[src/rtl/lc3b_types.sv]
// Shared LC-3b types used by the memory arbiter and the pipeline it serves.
package lc3b_types;

  localparam int LC3B_WORD_WIDTH  = 16;
  localparam int LC3B_WMASK_WIDTH = LC3B_WORD_WIDTH / 8;

  typedef logic [LC3B_WORD_WIDTH-1:0]  lc3b_word;
  typedef logic [LC3B_WMASK_WIDTH-1:0] lc3b_mem_wmask;

  typedef enum logic [1:0] {
    ARB_IDLE,
    ARB_SERVE_I,
    ARB_SERVE_D
  } lc3b_arb_state;

  typedef enum logic {
    ARB_PORT_I,
    ARB_PORT_D
  } lc3b_arb_port;

endpackage

[src/rtl/mem_arbiter.sv]
// Round-robin arbiter sharing one downstream memory port between the
// instruction-fetch port (0) and the data port (1).
module mem_arbiter
  import lc3b_types::*;
#(
  parameter int ADDR_WIDTH = 16,
  parameter int DATA_WIDTH = 16,
  parameter int BE_WIDTH   = DATA_WIDTH / 8
) (
  input  logic                  clk,
  input  logic                  reset_n,
  input  logic                  mem_read_0,
  input  logic [ADDR_WIDTH-1:0] mem_address_0,
  output logic [DATA_WIDTH-1:0] mem_rdata_0,
  output logic                  mem_resp_0,
  input  logic                  mem_read_1,
  input  logic                  mem_write_1,
  input  logic [BE_WIDTH-1:0]   mem_byte_enable_1,
  input  logic [ADDR_WIDTH-1:0] mem_address_1,
  input  logic [DATA_WIDTH-1:0] mem_wdata_1,
  output logic [DATA_WIDTH-1:0] mem_rdata_1,
  output logic                  mem_resp_1,
  output logic                  pmem_read,
  output logic                  pmem_write,
  output logic [BE_WIDTH-1:0]   pmem_byte_enable,
  output logic [ADDR_WIDTH-1:0] pmem_address,
  output logic [DATA_WIDTH-1:0] pmem_wdata,
  input  logic [DATA_WIDTH-1:0] pmem_rdata,
  input  logic                  pmem_resp,
  output logic                  busy
);

  lc3b_arb_state state, state_next;
  lc3b_arb_port  last_grant;

  logic [ADDR_WIDTH-1:0] lat_addr;
  logic [DATA_WIDTH-1:0] lat_wdata;
  logic [BE_WIDTH-1:0]   lat_be;
  logic                  lat_write;

  logic req_i, req_d, grant_i, grant_d, complete;

  // On a tie the port that did not win last time gets the grant.
  assign req_i    = mem_read_0;
  assign req_d    = mem_read_1 | mem_write_1;
  assign grant_d  = req_d && (!req_i || (last_grant == ARB_PORT_I));
  assign grant_i  = req_i && !grant_d;
  assign complete = (state != ARB_IDLE) && pmem_resp;

  always_ff @(posedge clk or negedge reset_n) begin
    if (!reset_n) state <= ARB_IDLE;
    else          state <= state_next;
  end

  always_ff @(posedge clk or negedge reset_n) begin
    if (!reset_n) begin
      lat_addr   <= '0;
      lat_wdata  <= '0;
      lat_be     <= '0;
      lat_write  <= 1'b0;
      last_grant <= ARB_PORT_I;
    end else begin
      if (state == ARB_IDLE && grant_i) begin
        lat_addr  <= mem_address_0;
        lat_wdata <= '0;
        lat_be    <= '1;
        lat_write <= 1'b0;
      end else if (state == ARB_IDLE && grant_d) begin
        lat_addr  <= mem_address_1;
        lat_wdata <= mem_write_1 ? mem_wdata_1 : '0;
        lat_be    <= mem_write_1 ? mem_byte_enable_1 : '1;
        lat_write <= mem_write_1;
      end
      if (complete)
        last_grant <= (state == ARB_SERVE_I) ? ARB_PORT_I : ARB_PORT_D;
    end
  end

  // Downstream signals come only from the latch bank, so requesters may change freely mid-access.
  always_comb begin
    state_next       = state;
    pmem_read        = 1'b0;
    pmem_write       = 1'b0;
    pmem_address     = '0;
    pmem_wdata       = '0;
    pmem_byte_enable = '0;
    mem_resp_0       = 1'b0;
    mem_resp_1       = 1'b0;
    mem_rdata_0      = '0;
    mem_rdata_1      = '0;
    busy             = 1'b0;
    case (state)
      ARB_IDLE: begin
        if (grant_i)      state_next = ARB_SERVE_I;
        else if (grant_d) state_next = ARB_SERVE_D;
      end
      ARB_SERVE_I: begin
        busy         = 1'b1;
        pmem_read    = 1'b1;
        pmem_address = lat_addr;
        if (pmem_resp) begin
          mem_resp_0  = 1'b1;
          mem_rdata_0 = pmem_rdata;
          state_next  = ARB_IDLE;
        end
      end
      ARB_SERVE_D: begin
        busy         = 1'b1;
        pmem_read    = !lat_write;
        pmem_write   = lat_write;
        pmem_address = lat_addr;
        if (lat_write) begin
          pmem_wdata       = lat_wdata;
          pmem_byte_enable = lat_be;
        end
        if (pmem_resp) begin
          mem_resp_1  = 1'b1;
          mem_rdata_1 = pmem_rdata;
          state_next  = ARB_IDLE;
        end
      end
      default: state_next = ARB_IDLE;
    endcase
  end

  a_no_read_and_write: assert property (@(posedge clk) disable iff (!reset_n)
    !(mem_read_1 && mem_write_1));

  a_no_resp_when_idle: assert property (@(posedge clk) disable iff (!reset_n)
    !(pmem_resp && state == ARB_IDLE));

endmodule

[config.mk]
export PLATFORM = sky130hd
export DESIGN_NAME = mem_arbiter
export DESIGN_NICKNAME = d
export VERILOG_FILES = /design/src/rtl/lc3b_types.sv /design/src/rtl/mem_arbiter.sv
export SDC_FILE = /design/constraint.sdc
export NUM_CORES = 1
export LEC_CHECK = 0
export CAP_MARGIN = 20
export CORE_UTILIZATION = 34
export CTS_BUF_LIST = sky130_fd_sc_hd__clkbuf_4
export DETAILED_ROUTE_END_ITERATION = 10
export GPL_TIMING_DRIVEN = 1
export PLACE_DENSITY = 0.78
export SLEW_MARGIN = 10
export SYNTH_ARGS = -nofsm -noshare
export SYNTH_HDL_FRONTEND = slang
export SYNTH_SLANG_ARGS = --single-unit
[constraint.sdc]
create_clock -name clk -period 1.8 [get_ports clk]
set_clock_uncertainty 0.2 [all_clocks]
set_input_delay 0.18 -clock clk [delete_from_list [all_inputs] [get_ports clk]]
set_output_delay 0.18 -clock clk [all_outputs]
set_load 0.01 [all_outputs]
# Word-level counts from Yosys, hierarchy flattened
# Cells that the tools add are included.
[op_classes]
eq_ne = 4
n_bitwise = 2
reduce_logical = 14
n_mux = 29
[ops]
columns = ["operator", "n"]
rows = [
  ["16-bit 2-to-1 mux", 11],
  ["2-bit 2-to-1 mux", 8],
  ["1-bit 2-to-1 mux", 8],
  ["1-bit logical AND", 5],
  ["2-bit case mux with 2 select lines", 1],
  ["2-bit nonzero test", 2],
  ["1-bit zero test", 3],
  ["3-bit != test (second input constant)", 1],
  ["2-bit by 1-bit equality test with 1-bit output (second input constant)", 1],
  ["2-bit equality test (second input constant)", 1],
  ["2-bit zero test", 1],
  ["2-bit by 1-bit != test with 1-bit output (second input constant)", 1],
  ["1-bit case mux with 2 select lines", 1],
  ["2-bit AND reduction", 1],
  ["2-bit OR reduction", 1],
  ["1-bit logical OR", 1],
  ["1-bit inverter", 1],
  ["1-bit OR", 1],
]
[totals]
wordCells = 55
in_bits = 72
regBits = 38
output_inout_bits = 71

# Depth between registers and ports, before layout
# Gate-level depths: netlist of run 1.
[logic_depth]
word_depth = 7
mapped_depth = 7
depth_no_buf = 5

# Worst setup path after synthesis of run 1
# Ideal clock, no wire load.
[synth_timing]
kind = "register -> register"
start = "register state[0]"
end = "register lat_addr[0]"
synth_period_minus_slack_ns = 1.745
t_arrival_ns = 1.424
slack_ns = 0.055
setup_ns = 0.121
n_path_buf = 2
path_stages_with_launch = 8
required_time_ns = 1.479
path_cell_list = "dfrtp_1 inv_1 ha_1 and2_1 buf_6 buf_6 a21o_1 a22o_1"
[synth_via]
elab_chain_len = 3
word_cells_on_any_way = 5
cone_classes = "1 x mux; 4 x reduce/logical"
[synth_rtl]
columns = ["item", "line_no", "source"]
rows = [
  ["from (decl)", "mem_arbiter.sv:33", "lc3b_arb_state state, state_next;"],
  ["from (signal assigned)", "mem_arbiter.sv:52", "else state <= state_next;"],
  ["2-bit zero test (*)", "mem_arbiter.sv:63, mem_arbiter.sv:68", ""],
  ["1-bit logical AND (on tied branches)", "mem_arbiter.sv:63, mem_arbiter.sv:68", ""],
  ["16-bit 2-to-1 mux / 2-bit nonzero test (equally long branches)", "-", ""],
  ["to (signal assigned)", "mem_arbiter.sv:64", "lat_addr <= mem_address_0;"],
  ["to (signal assigned)", "mem_arbiter.sv:69", "lat_addr <= mem_address_1;"],
  ["to (decl)", "mem_arbiter.sv:36", "logic [ADDR_WIDTH-1:0] lat_addr;"],
]
# Mark *: on every way between the ends. The rest lies on a longest branch, timed or not.
# A chain may end at the register's enable or synchronous reset.

# Worst setup path in the final report of run 1
[layout_timing]
start = "register state[1]"
end = "output pmem_address[13]"
[layout_via]
elab_chain_len = 3
word_cells_on_any_way = 4
cone_classes = "2 x eq/ne; 1 x mux; 1 x reduce/logical"
[layout_rtl]
columns = ["item", "line_no", "source"]
rows = [
  ["2-bit by 1-bit equality test with 1-bit output / 2-bit equality test (equally long branches)", "mem_arbiter.sv:92", "case (state)"],
  ["2-bit OR reduction (no source line) (*)", "-", ""],
  ["16-bit 2-to-1 mux (*)", "mem_arbiter.sv:92", ""],
  ["to (decl)", "mem_arbiter.sv:26", "output logic [ADDR_WIDTH-1:0] pmem_address,"],
]
# Marks and branches as above.

==> summary.txt, run 1 <==
Global route
  – Vias in the first global route: 2,425
  – Largest net degree at the start of global routing: 34
  – Global-route wire length before repair: 11,900 um
  – Total GRT Usage: 20.8%
  – Antenna violations before repair: 0
  – GRT overflow: 0

Synthesis
  – YS warnings: 0
  – Synth area leader: dfrtp_1
  – Count leader, synth: and3_1
  – Post-synthesis sequential area ratio: 41.5%
  – Top post-synthesis cells by count: and3_1, dfrtp_1, a22o_1, inv_1, and2_1
  – Top area cells in the synthesized netlist: dfrtp_1, and3_1, a22o_1
  – Share of the synthesized area in the top cell type: 41.5%
  – Synth cell types: 26
  – Syn_area_per_cell: 9.63 sq um
  – Asr flop ratio synth: 100%
  – Ys flop type: dfrtp_1
  – Yosys reg bits: 38
  – Number of flops mapped to enable cells by yosys: 0
  – Post-synthesis net count: 313
  – Post-Syn Instances: 238
  – Synth Cell Area: 2290 sq um

Timing
  – Actual slew at the worst max-slew pin: 664 ps
  – Slew Limit Fails: 0
  – Final period demand of the worst path: 1970 ps
  – TNS Setup: -8520 ps
  – Fin. Hold Viols: 0
  – Slack of the critical path: -167 ps
  – Rel. slew slack: 55.8%
  – Unrepaired setup endpoints after global routing: yes
  – Fmax: 508 MHz
  – Final setup fails: 72
  – Period utilization: 109%

Cells and area
  – Share of layout cells above drive strength 1: 41.8%
  – Number of diodes: 0
  – Fill cells: 517
  – Synth-to-Final Area Change: 89.1%
  – Fin area: 4330 sq um
  – Nets: 476
  – Final core area utilization: 67.5%

Power and ir drop
  – Pwr dens: 1410 nW/um^2
  – Static leakage: 2.22 nW
  – Power, Total: 6.09 mW
  – Worst vdd ir: 811 uV

Clock network
  – Clock buffer count from CTS: 5
  – TritonCTS clock tree: built
  – TritonCTS Sinks: 38
  – Clock Root Buffer: clkbuf_4
  – Clk buf depth: 2
  – Clock H-tree levels: 2
  – Clock transition at path regs: 120 ps
  – Clk Latency, worst-skew pair: 330 ps

Floorplanning
  – Die area: 7070 sq um
  – Core box area: 6420 sq um
  – # rows: 29
  – Ports: 143
  – Die Width: 84.1 um
  – DIE HEIGHT: 84.1 um
  – Initial Util: 35.7%

Placement
  – GPL Wtd Cong: 0.715
  – DP HPWL: 5240 um
  – Place WS: -210 ps
  – IO buf count: 142
  – Placed Area: 3910 sq um

Critical path
  – Arrival @ worst endpoint: 1590 ps
  – Critical Path Sink Type: primary output
  – Setup Crit Path Kind: reg2out
  – R2R Setup Slk: 0 ps
  – Crit-path max FO: 8
  – Startpoint types: flop
  – Critical path required time: 1420 ps

Detailed routing
  – Routed length per placed instance: 17.0 um
  – Detailed-route DRC error count: 18
  – Vias after detailed routing: 2,515
  – Routed wire length: 8120 um
  – First-pass iteration count of the detailed router: 8
  – DR iter-0 viols: 95
  – Antenna-violating nets left: 0
  – Vias per cell: 5.25

Worst hold path
  – Worst min path class: in2async

Job
  – Max cap viols: 0

Run status
  – Failing checks: DRC, setup timing
  – Status: finished, violations left
-- worst max-delay path, stage by stage (launching register included) --
cell	delay (ps)
dfrtp_1	400
buf_6	130
inv_6	40
ha_4	300
buf_6	140
and2_4	150
buf_6	90
-- layout make-up --
type	count	area [sq um]	share of cell area [%]
Timing Repair Buffer	179	1800	41.6
Tap cell	77	96.3	2.22
Multi-Input combinational cell	156	1350	31.1
Sequential cell	38	951	21.9
Clock buffer	5	37.5	0.866
Inverter	21	83.8	1.93
Clock inverter	3	16.3	0.375
-- worst paths after layout --
kind	to	cells past startpoint	start
min in group clk	lat_be[0]	3	mem_byte_enable_1[0]
setup / recovery	pmem_address[13]	6	state[1]
max in group asynchronous	lat_addr[7]	3	reset_n
hold / removal	lat_wdata[0]	2	reset_n
setup reg to reg	state[1]	6	state[1]
hold reg to reg	lat_wdata[1]	1	lat_wdata[1]
-- metrics by stage --
| step | instances | hold WS (ps) |
|---|---|---|
| after floorplan | 238 | -316 |
| after global placement | 457 | -69.8 |
| after detailed placement | 457 | -71.6 |
| after CTS | 471 | 71.5 |
| after global routing | 479 | 121 |
| final | 479 | 80.4 |
-- placed cells by master, fill, tap and decap left out, types with 16 or more instances in the layout --
cell and instances:
and3_1 26, dfrtp_1 38, buf_2 27, buf_6 59, and3_4 24, a31oi_1 16, clkdlybuf4s50_1 70, a22o_1 32
a21o_1 17, and2_4 19, inv_1 19
-- registers in the layout, summed over array words and instances, names as in the netlist --
| signal | cells |
|---|---|
| lat_be | 2 |
| lat_wdata | 16 |
| lat_write | 1 |
| state | 2 |
| last_grant | 1 |
| lat_addr | 16 |
-- cells by family (layout without fill, tap and decap cells) --
family                     after synthesis  in the layout  share of synthesized area (%)
AOI/OAI and AO/OA                       75             75                           26.5
muxes                                    2              2                          0.928
DFF                                     38             38                           41.5
and+or+nand+nor                         76             76                           20.5
adders and majority gates                3              3                           1.64
buffers and inverters                   44            208                           8.96
-- report_power, final --
group	internal [mW]	leakage [nW]	switching, mW	total (mW)
Combinational	2.41	1.71	1.66	4.08
Clock	0.145	0.0286	0.277	0.422
Sequential	1.27	0.476	0.320	1.59
Total	3.83	2.22	2.26	6.09
-- routing by layer --
metal | global-route usage [%] | part of all wire, % | vias up
met5 | 0 | 0 | -
met4 | 5.80 | 1.1 | 0
met3 | 4.15 | 5.2 | 11
met2 | 36.5 | 53 | 98
met1 | 25.9 | 41 | 1210
li1 | - | - | 1196
-- repair_timing --
item,4_1_cts,5_1_grt
endpoints found under the hold margin,38,0
hold buffers,1,0
endpoints found under the setup margin,72,93
cloned,2,5
setup buffers,3,5
gates resized for setup,310,93
pin swaps,1,3
(Power assumes the default switching activity.)
==> inputs of run 2 (changes only) <==
SLEW_MARGIN = 20   (was 10)
==> results of run 2 <==
Same layout as run 1: the final DEF is identical, and so are final timing and power.
==> inputs of run 3 (changes only) <==
CORE_ASPECT_RATIO = 1.25   (was default)
==> run 3 against run 2 <==
  * The run ends with setup timing left
  * Cell area is 2.1% lower
  * Die area barely moved
  * Critical path type unchanged
  * Clock-buffer cell count stayed put
  * Critical path depth unchanged
  * First-iteration DRC count down 29%
  * Via count fell by 2.3%
  * Sequential share of layout area increased by 0.47 points
  * Sequential cell count is the same
  * Register-to-register slack got worse by 20 ps
  * Setup slack gained 20 ps
==> summary.txt, run 3 (same netlist as run 1, synthesis figures left out) <==
Clock network
  – Clk Latency, worst-skew pair: 340 ps (about the same)
  – Clock transition at path regs: 120 ps (about the same)
  – Clock H-tree levels: 2 (unchanged)
  – TritonCTS clock tree: built
  – Clock buffer count from CTS: 5 (unchanged)
  – Clock Root Buffer: clkbuf_4
  – TritonCTS Sinks: 38 (unchanged)
  – Clk buf depth: 2 (unchanged)

Timing
  – Unrepaired setup endpoints after global routing: yes
  – Actual slew at the worst max-slew pin: 578 ps (-85.2 ps)
  – Slack of the critical path: -148 ps (+19.7 ps)
  – Slew Limit Fails: 0 (unchanged)
  – Final setup fails: 69 (-4.2%)
  – TNS Setup: -5510 ps (+3010 ps)
  – Final period demand of the worst path: 1950 ps (-19.7 ps)
  – Fin. Hold Viols: 0 (unchanged)
  – Rel. slew slack: 61.4% (+5.7 points)
  – Period utilization: 108% (-1.1 points)
  – Fmax: 513 MHz (+1.0%)

Critical path
  – Critical Path Sink Type: primary output
  – Setup Crit Path Kind: reg2out
  – Crit-path max FO: 5 (-3)
  – Arrival @ worst endpoint: 1570 ps (-20 ps)
  – Reg2Reg Depth: 6 (unchanged)
  – Startpoint types: flop
  – Critical path required time: 1420 ps (about the same)

Global route
  – Global-route wire length before repair: 11,200 um (-5.8%)
  – Vias in the first global route: 2,296 (-5.3%)
  – Total GRT Usage: 20.7% (-0.13 points)
  – GRT overflow: 0 (unchanged)
  – Antenna violations before repair: 0 (unchanged)
  – Largest net degree at the start of global routing: 39 (+15%)

Detailed routing
  – Routed wire length: 7730 um (-4.8%)
  – Vias after detailed routing: 2,458 (-2.3%)
  – First-pass iteration count of the detailed router: 4 (-4)
  – Detailed-route DRC error count: 0 (-18)
  – Vias per cell: 5.02 (-4.5%)
  – DR iter-0 viols: 67 (-29%)
  – Antenna-violating nets left: 0 (unchanged)
  – Routed length per placed instance: 15.8 um (-6.9%)

Power and ir drop
  – Worst vdd ir: 970 uV (+20%)
  – Sw Ratio: 35.1% (-2.0 points)
  – Switch Pwr: 2.16 mW (-4.6%)
  – Combinational power share: 62.6% (-4.3 points)
  – Int Pwr: 3.98 mW (+3.9%)
  – Static leakage: 2.25 nW (+1.6%)
  – Pwr dens: 1450 nW/um^2 (+2.9%)
  – Sequential fraction of design power: 25.6% (-0.5 points)
  – Clock Power Share: 11.8% (+4.9 points)

Cells and area
  – Layout Cells excl Fill: 490 (+2.3%)
  – Nets: 477 (+0.21%)
  – Final core area utilization: 65.0% (-2.4 points)
  – Share of layout cells above drive strength 1: 39.0% (-2.8 points)
  – Synth-to-Final Area Change: 85.2%
  – Most frequent cells in the layout: clkdlybuf4s50_1, buf_2, buf_6
  – Commonest non-fill, non-tap cell in the layout: clkdlybuf4s50_1
  – Number of diodes: 0 (unchanged)
  – Largest regs: lat_addr (16), lat_wdata (16)

Placement
  – Placed Cells: 470 (+2.8%)
  – DP HPWL: 5260 um (+0.42%)
  – IO buf count: 142 (unchanged)
  – GPL Wtd Cong: 0.748 (+4.7%)
  – Place WS: -269 ps (-58.6 ps)

Floorplanning
  – Core box area: 6520 sq um (+1.6%)
  – Die Width: 75.4 um (-10%)
  – Ports: 143 (unchanged)
  – # rows: 33 (+14%)
  – Initial Util: 35.1% (-0.55 points)
  – DIE HEIGHT: 93.8 um (+12%)
  – Die area: 7070 sq um (about the same)

Run status
  – Status: finished, violations left
  – Failing checks: setup timing

Worst hold path
  – Worst min path class: in2async

Job
  – Max cap viols: 0 (unchanged)
run 3: cell count changes in the layout (fill, tap and decap cells not counted), sizes merged:
cell and change:
buf -1, bufinv +2, clkbuf +1, clkinv -1, clkinvlp -1, dlygate4sd3 +1
run 3: power groups by stage:
stage / Sequential [mW] / Combinational [mW] / Clock [mW]
final: 1.57 / 3.84 / 0.722
after floorplan: 1.43 / 1.71 / 0
after detailed placement: 1.54 / 3.16 / 0
after global placement: 1.52 / 3.09 / 0
after global routing: 1.63 / 4.12 / 0.777
after CTS: 1.55 / 3.47 / 0.745
run 3: final timing paths:
check | from | to | slack (ps)
worst max-delay path | state[0] | pmem_read | -150
worst min-delay path | reset_n | lat_write | 130
worst max register to register | state[0] | state[1] | -20
worst min register to register | lat_wdata[10] | lat_wdata[10] | 320
max in group asynchronous | reset_n | lat_addr[14] | 530
min in group clk | mem_byte_enable_1[1] | lat_be[1] | 190
run 3: cell type report:
cell class	instances	area (sq um)
Clock buffer	5	37.5
Clock inverter	3	68.8
Fill cell	541	2280
Inverter	21	78.8
Multi-Input combinational cell	156	1290
Sequential cell	38	951
Tap cell	87	109
Timing Repair Buffer	180	1710
run 3: metrics by stage:
| step | power [mW] | area (sq um) | hold WS [ps] |
|---|---|---|---|
| finish | 6.14 | 4240 | 125 |
| global placement | 4.62 | 3950 | -156 |
| floorplan | 3.15 | 2290 | -316 |
| detailed placement | 4.70 | 3950 | -154 |
| global route | 6.53 | 4240 | 157 |
| CTS | 5.76 | 4000 | 107 |
run 3: timing repair:
| item | in CTS | in global routing |
|---|---|---|
| hold buffers | 2 | 0 |
| buffers inserted | 4 | 1 |
| cloned | 2 | 3 |
| setup endpoints to repair | 73 | 73 |
| gates resized for setup | 340 | 32 |
| pin swaps | 9 | 2 |
| endpoints found under the hold margin | 38 | 0 |
run 3: layer usage:
metal | track usage, % | vias up | part of all wire, %
li1 | - | 1191 | -
met1 | 25.1 | 1182 | 40
met2 | 36.2 | 81 | 54
met3 | 4.94 | 4 | 4.9
met4 | 4.78 | 0 | 0.66
met5 | 0 | - | 0
run 3: worst max-delay path, cell delays in order, from the launching register on:
cell and delay, ps:
dfrtp_1 410, buf_6 120, ha_4 160, buf_6 130
buf_6 110, o21a_1 160, buf_2 140
